--- config.mk ---
export PLATFORM = sky130hd
export DESIGN_NAME = muldiv_unit
export DESIGN_NICKNAME = d
export VERILOG_FILES = /design/src/rtl/muldiv_unit.sv
export SDC_FILE = /design/constraint.sdc
export NUM_CORES = 2
export LEC_CHECK = 0
export BUFFER_PORTS_ARGS = -buffer_cell sky130_fd_sc_hd__buf_2
export CAP_MARGIN = 15
export CELL_PAD_IN_SITES_DETAIL_PLACEMENT = 1
export CELL_PAD_IN_SITES_GLOBAL_PLACEMENT = 2
export CORE_AREA = 8 8 356 358
export DETAILED_ROUTE_END_ITERATION = 12
export DIE_AREA = 0 0 364 366
export MAX_ROUTING_LAYER = met4
export PLACE_DENSITY_LB_ADDON = 0.1
export SYNTH_ARGS = -nofsm -noshare
export SYNTH_HDL_FRONTEND = slang
export SYNTH_SLANG_ARGS = --single-unit
--- constraint.sdc ---
create_clock -name clk -period 9.1 [get_ports clk]
set_input_delay 0.91 -clock clk [delete_from_list [all_inputs] [get_ports clk]]
set_output_delay 0.91 -clock clk [all_outputs]
set_load 0.01 [all_outputs]
--- src/rtl/muldiv_unit.sv ---
// muldiv_unit: iterative RV64M multiply/divide unit for the execute stage.
// One shift-add (multiply) or restoring shift-subtract (divide) step per
// cycle on operand magnitudes; signs are re-applied in the final step.
// Divide-by-zero and signed overflow finish one cycle after accept.
module muldiv_unit #(
  parameter int XLEN  = 64,
  parameter int CNT_W = 6
) (
  input  logic            clk,
  input  logic            rst_n,
  input  logic            start,
  input  logic [2:0]      funct3,
  input  logic [XLEN-1:0] rs1_data,
  input  logic [XLEN-1:0] rs2_data,
  input  logic [4:0]      rd_in,
  output logic            busy,
  output logic            done,
  output logic [XLEN-1:0] result,
  output logic [4:0]      rd_out
);

  typedef enum logic [1:0] {
    IDLE = 2'd0,
    CALC = 2'd1,
    DONE = 2'd2
  } state_t;

  localparam logic [XLEN-1:0] ONES_C    = {XLEN{1'b1}};
  localparam logic [XLEN-1:0] ZERO_C    = {XLEN{1'b0}};
  localparam logic [XLEN-1:0] MIN_C     = {1'b1, {(XLEN-1){1'b0}}};
  localparam logic [CNT_W-1:0] LAST_C   = CNT_W'(XLEN - 1);

  // Two's complement negation of one word.
  function automatic logic [XLEN-1:0] neg_f(input logic [XLEN-1:0] v);
    return ~v + {{(XLEN-1){1'b0}}, 1'b1};
  endfunction

  state_t           state_q;
  logic [2:0]       op_q;
  logic [4:0]       rd_q;
  logic             a_neg_q, b_neg_q;
  logic [CNT_W-1:0] cnt_q;
  logic [XLEN-1:0]  opnd_q;   // multiplicand or divisor magnitude
  logic [XLEN-1:0]  hi_q;     // product high half / partial remainder
  logic [XLEN-1:0]  lo_q;     // multiplier / dividend-becoming-quotient
  logic             busy_q, done_q;
  logic [XLEN-1:0]  result_q;
  logic [4:0]       rd_out_q;

  logic             a_signed_s, b_signed_s, a_neg_s, b_neg_s;
  logic [XLEN-1:0]  a_mag_s, b_mag_s;
  logic             special_s;
  logic [XLEN-1:0]  special_res_s;

  // Decode operand signedness, magnitudes and the early-exit cases at accept.
  always_comb begin
    a_signed_s = (funct3 == 3'd1) | (funct3 == 3'd2) | (funct3 == 3'd4) | (funct3 == 3'd6);
    b_signed_s = (funct3 == 3'd1) | (funct3 == 3'd4) | (funct3 == 3'd6);
    a_neg_s    = a_signed_s & rs1_data[XLEN-1];
    b_neg_s    = b_signed_s & rs2_data[XLEN-1];
    if (a_neg_s) begin
      a_mag_s = neg_f(rs1_data);
    end else begin
      a_mag_s = rs1_data;
    end
    if (b_neg_s) begin
      b_mag_s = neg_f(rs2_data);
    end else begin
      b_mag_s = rs2_data;
    end
    special_s     = 1'b0;
    special_res_s = ZERO_C;
    if (funct3[2] && (rs2_data == ZERO_C)) begin
      special_s     = 1'b1;
      special_res_s = funct3[1] ? rs1_data : ONES_C;
    end else if (funct3[2] && !funct3[0] && (rs1_data == MIN_C) && (rs2_data == ONES_C)) begin
      special_s     = 1'b1;
      special_res_s = funct3[1] ? ZERO_C : rs1_data;
    end else begin
      special_s     = 1'b0;
      special_res_s = ZERO_C;
    end
  end

  logic [XLEN:0]   mul_sum_s, div_t_s, div_diff_s;
  logic [XLEN-1:0] hi_nxt_s, lo_nxt_s, fin_res_s, prod_hi_neg_s;

  // One iteration step plus sign fix-up of the value it would produce.
  always_comb begin
    mul_sum_s  = {1'b0, hi_q} + (lo_q[0] ? {1'b0, opnd_q} : {(XLEN+1){1'b0}});
    div_t_s    = {hi_q, lo_q[XLEN-1]};
    div_diff_s = div_t_s - {1'b0, opnd_q};
    if (!op_q[2]) begin
      hi_nxt_s = mul_sum_s[XLEN:1];
      lo_nxt_s = {mul_sum_s[0], lo_q[XLEN-1:1]};
    end else if (!div_diff_s[XLEN]) begin
      hi_nxt_s = div_diff_s[XLEN-1:0];
      lo_nxt_s = {lo_q[XLEN-2:0], 1'b1};
    end else begin
      hi_nxt_s = div_t_s[XLEN-1:0];
      lo_nxt_s = {lo_q[XLEN-2:0], 1'b0};
    end
    // High half of the 2*XLEN-bit negation: borrow only propagates if low half is zero.
    prod_hi_neg_s = ~hi_nxt_s + ((lo_nxt_s == ZERO_C) ? {{(XLEN-1){1'b0}}, 1'b1} : ZERO_C);
    case (op_q)
      3'd0:    fin_res_s = lo_nxt_s;
      3'd1,
      3'd2:    fin_res_s = (a_neg_q ^ b_neg_q) ? prod_hi_neg_s : hi_nxt_s;
      3'd3:    fin_res_s = hi_nxt_s;
      3'd4:    fin_res_s = (a_neg_q ^ b_neg_q) ? neg_f(lo_nxt_s) : lo_nxt_s;
      3'd5:    fin_res_s = lo_nxt_s;
      3'd6:    fin_res_s = a_neg_q ? neg_f(hi_nxt_s) : hi_nxt_s;
      3'd7:    fin_res_s = hi_nxt_s;
      default: fin_res_s = ZERO_C;
    endcase
  end

  // Control FSM with datapath registers and registered outputs.
  always_ff @(posedge clk) begin
    if (!rst_n) begin
      state_q  <= IDLE;
      op_q     <= 3'd0;
      rd_q     <= 5'd0;
      a_neg_q  <= 1'b0;
      b_neg_q  <= 1'b0;
      cnt_q    <= {CNT_W{1'b0}};
      opnd_q   <= ZERO_C;
      hi_q     <= ZERO_C;
      lo_q     <= ZERO_C;
      busy_q   <= 1'b0;
      done_q   <= 1'b0;
      result_q <= ZERO_C;
      rd_out_q <= 5'd0;
    end else begin
      case (state_q)
        IDLE: begin
          done_q <= 1'b0;
          if (start) begin
            op_q    <= funct3;
            rd_q    <= rd_in;
            a_neg_q <= a_neg_s;
            b_neg_q <= b_neg_s;
            cnt_q   <= {CNT_W{1'b0}};
            hi_q    <= ZERO_C;
            opnd_q  <= funct3[2] ? b_mag_s : a_mag_s;
            lo_q    <= funct3[2] ? a_mag_s : b_mag_s;
            busy_q  <= 1'b1;
            if (special_s) begin
              result_q <= special_res_s;
              rd_out_q <= rd_in;
              done_q   <= 1'b1;
              state_q  <= DONE;
            end else begin
              state_q  <= CALC;
            end
          end
        end
        CALC: begin
          hi_q  <= hi_nxt_s;
          lo_q  <= lo_nxt_s;
          cnt_q <= cnt_q + {{(CNT_W-1){1'b0}}, 1'b1};
          if (cnt_q == LAST_C) begin
            result_q <= fin_res_s;
            rd_out_q <= rd_q;
            done_q   <= 1'b1;
            state_q  <= DONE;
          end
        end
        DONE: begin
          done_q  <= 1'b0;
          busy_q  <= 1'b0;
          state_q <= IDLE;
        end
        default: begin
          done_q  <= 1'b0;
          busy_q  <= 1'b0;
          state_q <= IDLE;
        end
      endcase
    end
  end

  assign busy   = busy_q;
  assign done   = done_q;
  assign result = result_q;
  assign rd_out = rd_out_q;

endmodule

# After elaboration in Yosys (flattened, before gate mapping)
# Cells that the tools add are included.
# totals
ff_bits	281
input_bits	139
elab_cells	114
# classes
eq_ne	18
bitwise	13
n_addsub	8
reduce_logical	18
n_mux	44
# ops
op	count
2-to-1 mux 64 bit	20
one-hot mux 64 bit (2 select lines)	3
one-hot mux 64 bit (5 select lines)	1
adder 64 x 1 -> 64 bit, second input constant	4
inverter 64 bit	4
== test 64 bit, second input constant	2
logical NOT 64 bit	2
adder 64 x 64 -> 65 bit	1
subtractor 65 x 64 -> 65 bit	1
adder 64 x 1 -> 64 bit	1
== test 3 bit, second input constant	6
2-to-1 mux 5 bit	3
one-hot mux 6 bit (2 select lines)	1
one-hot mux 5 bit (2 select lines)	1
== test 3 x 2 -> 1 bit, second input constant	3
2-to-1 mux 1 bit	8
AND reduction 2 bit	4
adder 6 x 1 -> 6 bit, second input constant	1
== test 3 x 1 -> 1 bit, second input constant	2
== test 6 bit, second input constant	1
2-to-1 mux 2 bit	3
2-to-1 mux 6 bit	1
!= test 2 bit, second input constant	3
OR reduction 2 bit	3
other kinds (13)	22

# Logic depth before layout (Yosys ltp)
# logic_depth
depth_word	10
depth_mapped	31
depth_no_buf	27

# Least setup slack after synthesis
# Ideal clock, no wire load.
# synth_timing
path_type	reg-to-reg
from	register opnd_q[45]
to	register result_q[39] (netlist: result[39])
setup_ps	132
period_less_slack_ps	6541
arrival_ps	6410
slack_ps	2559
path_buffers	3
stages_incl_launch_ff	29
path_cell_list	dfxtp_1 inv_1 ha_1 a21o_1 a21o_1 a221o_1 a31o_1 a211oi_4 a221oi_4 buf_6 buf_2 nand3_1 a21boi_0 ha_1 nand3_1 nor3_1 and3_1 and2_1 nand4_1 a2111oi_0 ha_1 and2_1 clkbuf_1 and3_1 nand3_1 o41ai_1 xnor2_1 a221oi_1 nor3_1
# synth_between
elab_chain_len	10
elab_cells_between_ends	18
# synth_rtl
item	line	text
from (decl)	43	logic [XLEN-1:0] opnd_q;
from (signal assigned)	145	opnd_q <= funct3[2] ? b_mag_s : a_mag_s;
subtractor 65 x 64 -> 65 bit *	92	div_diff_s = div_t_s - {1'b0, opnd_q};
2-to-1 mux 1 bit	96	end else if (!div_diff_s[XLEN]) begin
2-to-1 mux 64 bit	93	if (!op_q[2]) begin
logical NOT 64 bit	104	prod_hi_neg_s = ~hi_nxt_s + ((lo_nxt_s == ZERO_C) ? {{(XLEN-1){1'b0}}, 1'b1} : ZERO_C);
2-to-1 mux 1 bit	104	
adder 64 x 1 -> 64 bit	104	
2-to-1 mux 64 bit	108	3'd2: fin_res_s = (a_neg_q ^ b_neg_q) ? prod_hi_neg_s : hi_nxt_s;
one-hot mux 64 bit (5 select lines) *	105	case (op_q)
2-to-1 mux 64 bit *	162	if (cnt_q == LAST_C) begin
one-hot mux 64 bit (2 select lines) *	135	case (state_q)
to (signal assigned)	149	result_q <= special_res_s;
to (signal assigned)	163	result_q <= fin_res_s;
to (decl)	47	logic [XLEN-1:0] result_q;
# Mark *: on every way between the ends. The rest lies on a longest branch, timed or not. The select of a mux whose other input is x is not followed.
# A chain may end at the register's enable or synchronous reset.

# Worst setup path in the final report
# layout_timing
from	register lo_q[63]
to	register result_q[55] (netlist: result[55])
# layout_between
elab_chain_len	10
elab_cells_between_ends	18
# layout_rtl
item	line	text
from (decl)	45	logic [XLEN-1:0] lo_q;
from (signal assigned)	146	lo_q <= funct3[2] ? a_mag_s : b_mag_s;
from (signal assigned)	160	lo_q <= lo_nxt_s;
subtractor 65 x 64 -> 65 bit	92	
2-to-1 mux 1 bit	96	
2-to-1 mux 64 bit	93	
logical NOT 64 bit	104	
2-to-1 mux 1 bit	104	
adder 64 x 1 -> 64 bit	104	
2-to-1 mux 64 bit	108	
one-hot mux 64 bit (5 select lines) *	105	
2-to-1 mux 64 bit *	162	
one-hot mux 64 bit (2 select lines) *	135	
# Marked as above.

==> metrics.csv <==
stage,metric,value,unit
clocking,cts_resized,0,
final_layout,area_growth,12.7,%
worst_hold_path,whs_path_depth,2,
grt,met3_usage,4.24,%
timing,slew_violations,0,
yosys,ys.flop_type,dfxtp_1,
timing,tightest_slew,1.40,ns
grt,use_met1,43.9,%
yosys,ys_seq_area_share,16.7,%
final_layout,design_area,37900,µm²
run_status,status,"finished, final reports clean",
pwr,p_leak,14.3,nW
setup_path,setup.worst_path.start,lo_q[63],
drt,vias_per_cell,6.16,
pwr,pwr-share-comb,46.1,%
drt,num_vias,41100,
yosys,synthArstFlopShare,0,%
yosys,ys_types,112,
setup_path,cp.arrival,9.11,ns
floorplanning,die_area,133000,µm²
setup_path,cp.required,9.63,ns
clocking,clkTransAtPathRegs,0.06,ns
yosys,syn-num-nets,5274,
timing,hold_viol,0,
grt,track_usage,32.3,%
grt,top_usage_layer,met2,
pwr,powerDensity,162,nW/µm²
pwr,vdd_drop_max,152,µV
clocking,cts_inserted_buffers,44,
clocking,cts_buffer_depth,3,
timing,rsz0062_at_grt,no,
floorplanning,initial_utilization,27.8,%
drt,routed_wl,219,mm
final_layout,fill_cells,15200,
floorplanning,pin_count,210,
placed_design,io_buffers,209,
drt,drc,0,
grt,met2_usage,48.1,%
setup_path,crit_type,flip-flop to flip-flop,
clocking,root_buffer,clkbuf_16,
clocking,hold_buffers,0,
timing,finClkSkew,0.0211,ns
worst_hold_path,hp-class,flip-flop to flip-flop,
yosys,synth_top_cell_area_share,16.7,%
pwr,swShare,47.7,%
yosys,ys_top_cells_by_area,"dfxtp_1 17%, nor2_1 7.0%, a21oi_1 6.5%, o21ai_0 6.4%, nand2_1 6.2%",
final_layout,final_core_util,31.4,%
timing,period_share,94.3,%
grt,antenna_found_initial,22,
drt,ant_nets,0,
drt,dr.first_iter.drc_count,4065,
timing,min_period,8.58,ns
clocking,ctsHtreeMaxLevel,2,
floorplanning,core-area,121000,µm²
yosys,syn_area_per_cell,6.73,µm²
placed_design,routabilityCongestion,1.00,
yosys,synth_edf_count,0,
final_layout,fin_cells,6674,
drt,drt-pass1-iter-count,7,
grt,grt_pass1_vias,40000,
timing,fmax,0.117,GHz
yosys,synth_top_cell_by_area,dfxtp_1,
grt,grt_max_degree,133,
placed_design,place_inst,6587,
yosys,syn_area,33600,µm²
placed_design,dp_hpwl,173,mm
timing,final-setup-viol-count,0,
clocking,cts_setup_buffers,0,
yosys,ys_warn_count,0,
setup_path,cp_common_cell,nand3_1,
setup_path,endpoint_kind,flip-flop,
drt,wl_per_cell,32.9,µm
timing,setup_slack,0.522,ns
setup_path,crit_slowest_cell,a2111oi_1,
clocking,clk_latency,0.62,ns
run,maxCapViolCount,0,
timing,tns,0,ns
placed_design,place_area,36400,µm²
setup_path,r2r-start,lo_q[63],
setup_path,cp_max_fo,11,
grt,grt_pass1_wl,309,mm
pwr,p_clk_share,30.0,%
floorplanning,rows,128,
pwr,p_sw,2.93,mW
setup_path,setup.worst_path.start_class,flip-flop,
grt,grt-ovfl-total,0,
setup_path,cp_slowest_stage_delay,0.55,ns
final_layout,nNetsFinal,5288,
worst_hold_path,worstHoldStart,op_q[0],
placed_design,dp_slack,0.674,ns
yosys,ys_ff_latch,281,
floorplanning,die_x,364,µm
final_layout,drive_gt1_share,11.0,%
clocking,cts_tree,yes,
pwr,internal-power,3.22,mW
setup_path,ff2ff_path_depth,29,
timing,maxSlewHeadroom,6.44,%
yosys,syn_inst,4997,
clocking,cts_sinks,281,
pwr,seqPwrFrac,23.9,%
floorplanning,die_h,366,µm
kinds of logic (layout without fill, tap and decap cells):
kind of cell	count (synthesis)	count (layout)	synth area share, %
XOR/XNOR	325	325	8.46
flip-flops	281	281	16.7
AND/OR/NAND/NOR	1906	1906	26.7
buffers and inverters	508	553	6.06
other	0	7	0
multiplexers	92	92	2.90
adder cells (fa/ha/maj)	138	138	5.18
AO/OA/AOI/OAI	1747	1747	34.0
worst max-delay path: cells and delay by family, from the launching register on:
| kind | cells | cell delay (ns) |
|---|---|---|
| simple gates | 11 | 3.30 |
| fa+ha+maj | 4 | 0.90 |
| buf+inv | 4 | 0.60 |
| xor+xnor | 1 | 0.17 |
| flops | 1 | 0.40 |
| compound gates | 9 | 3.07 |
flip-flops by register name, summed over array words and instances (netlist names):
name and flops:
cnt_q 6, lo_q 64, op_q 3, rd_q 5, state_q 2, a_neg_q 1, b_neg_q 1, rd_out 5
opnd_q 64, busy 1, done 1, hi_q 64, result 64
layout by cell type (no fill, tap or decap), types with 98 or more instances in the layout:
cell type,instances
nand4_1,105
a21oi_1,436
xnor2_1,186
o211ai_1,105
nor2_1,619
buf_2,209
dfxtp_1,278
inv_1,132
a31oi_1,98
nand2_1,557
buf_4,122
nor3_1,122
xor2_1,137
ha_1,136
o21ai_0,429
cell usage after synthesis (15+ instances only):
| cell type | instances |
|---|---|
| and3_1 | 37 |
| clkbuf_1 | 281 |
| a221oi_1 | 44 |
| buf_1 | 38 |
| nand2b_1 | 36 |
| nor4_1 | 58 |
| o21bai_1 | 31 |
| and2_1 | 90 |
| o41ai_1 | 16 |
| a21oi_1 | 436 |
| a211oi_1 | 70 |
| o21a_1 | 30 |
| o221ai_1 | 37 |
| or4_1 | 26 |
| nand3_1 | 86 |
| buf_2 | 37 |
| nand2_1 | 557 |
| a21o_1 | 52 |
| nor2_1 | 625 |
| ha_1 | 136 |
| dfxtp_1 | 281 |
| o31ai_1 | 42 |
| o211ai_1 | 105 |
| inv_1 | 133 |
| a22oi_1 | 71 |
| o21ai_0 | 429 |
| a21boi_0 | 17 |
| xor2_1 | 138 |
| xnor2_1 | 187 |
| nand4_1 | 105 |
| a311oi_1 | 23 |
| a222oi_1 | 46 |
| o22ai_1 | 25 |
| o21ai_1 | 15 |
| mux2_2 | 43 |
| or3_1 | 49 |
| a31oi_1 | 98 |
| mux2i_1 | 49 |
| nor3_1 | 123 |
| nor2b_1 | 25 |
stage by stage:
stage | hold WS [ns] | power, mW
3_3_place_gp | 0.441 | 4.26
2_1_floorplan | 0.437 | 3.05
3_5_place_dp | 0.450 | 4.25
4_1_cts | 0.458 | 6.11
6_report | 0.455 | 6.16
5_1_grt | 0.473 | 6.38
final timing paths:
check	endpoint	slack, ns
worst min-delay path	op_q[0]	0.46
worst max register to register	result[55]	0.52
worst max-delay path	result[55]	0.52
worst min register to register	op_q[0]	0.46
power groups by stage:
stage | clock [mW] | sequential, mW | combinational (mW)
global placement | 0 | 1.49 | 2.77
detailed placement | 0 | 1.49 | 2.76
floorplan | 0 | 1.41 | 1.64
global route | 1.90 | 1.48 | 2.99
CTS | 1.87 | 1.47 | 2.77
finish | 1.85 | 1.47 | 2.84
metal layers:
| layer | vias to the layer above | wire length, µm |
|---|---|---|
| met5 | - | 0 |
| met2 | 1577 | 94200 |
| li1 | 18500 | - |
| met4 | 0 | 11000 |
| met3 | 314 | 13700 |
| met1 | 20700 | 101000 |
final cells by class:
type | count | area, µm² | share of cell area, %
clock buffers | 59 | 1260 | 3.32
diodes | 7 | 17.5 | 0.0462
clock inverters | 18 | 200 | 0.528
well taps | 1625 | 2030 | 5.36
multi-input cells | 4208 | 26100 | 68.9
flip-flops and latches | 281 | 5630 | 14.9
repair buffers | 341 | 2140 | 5.64
inverters | 135 | 515 | 1.36
No activity file was read; power rests on OpenSTA's default activity.
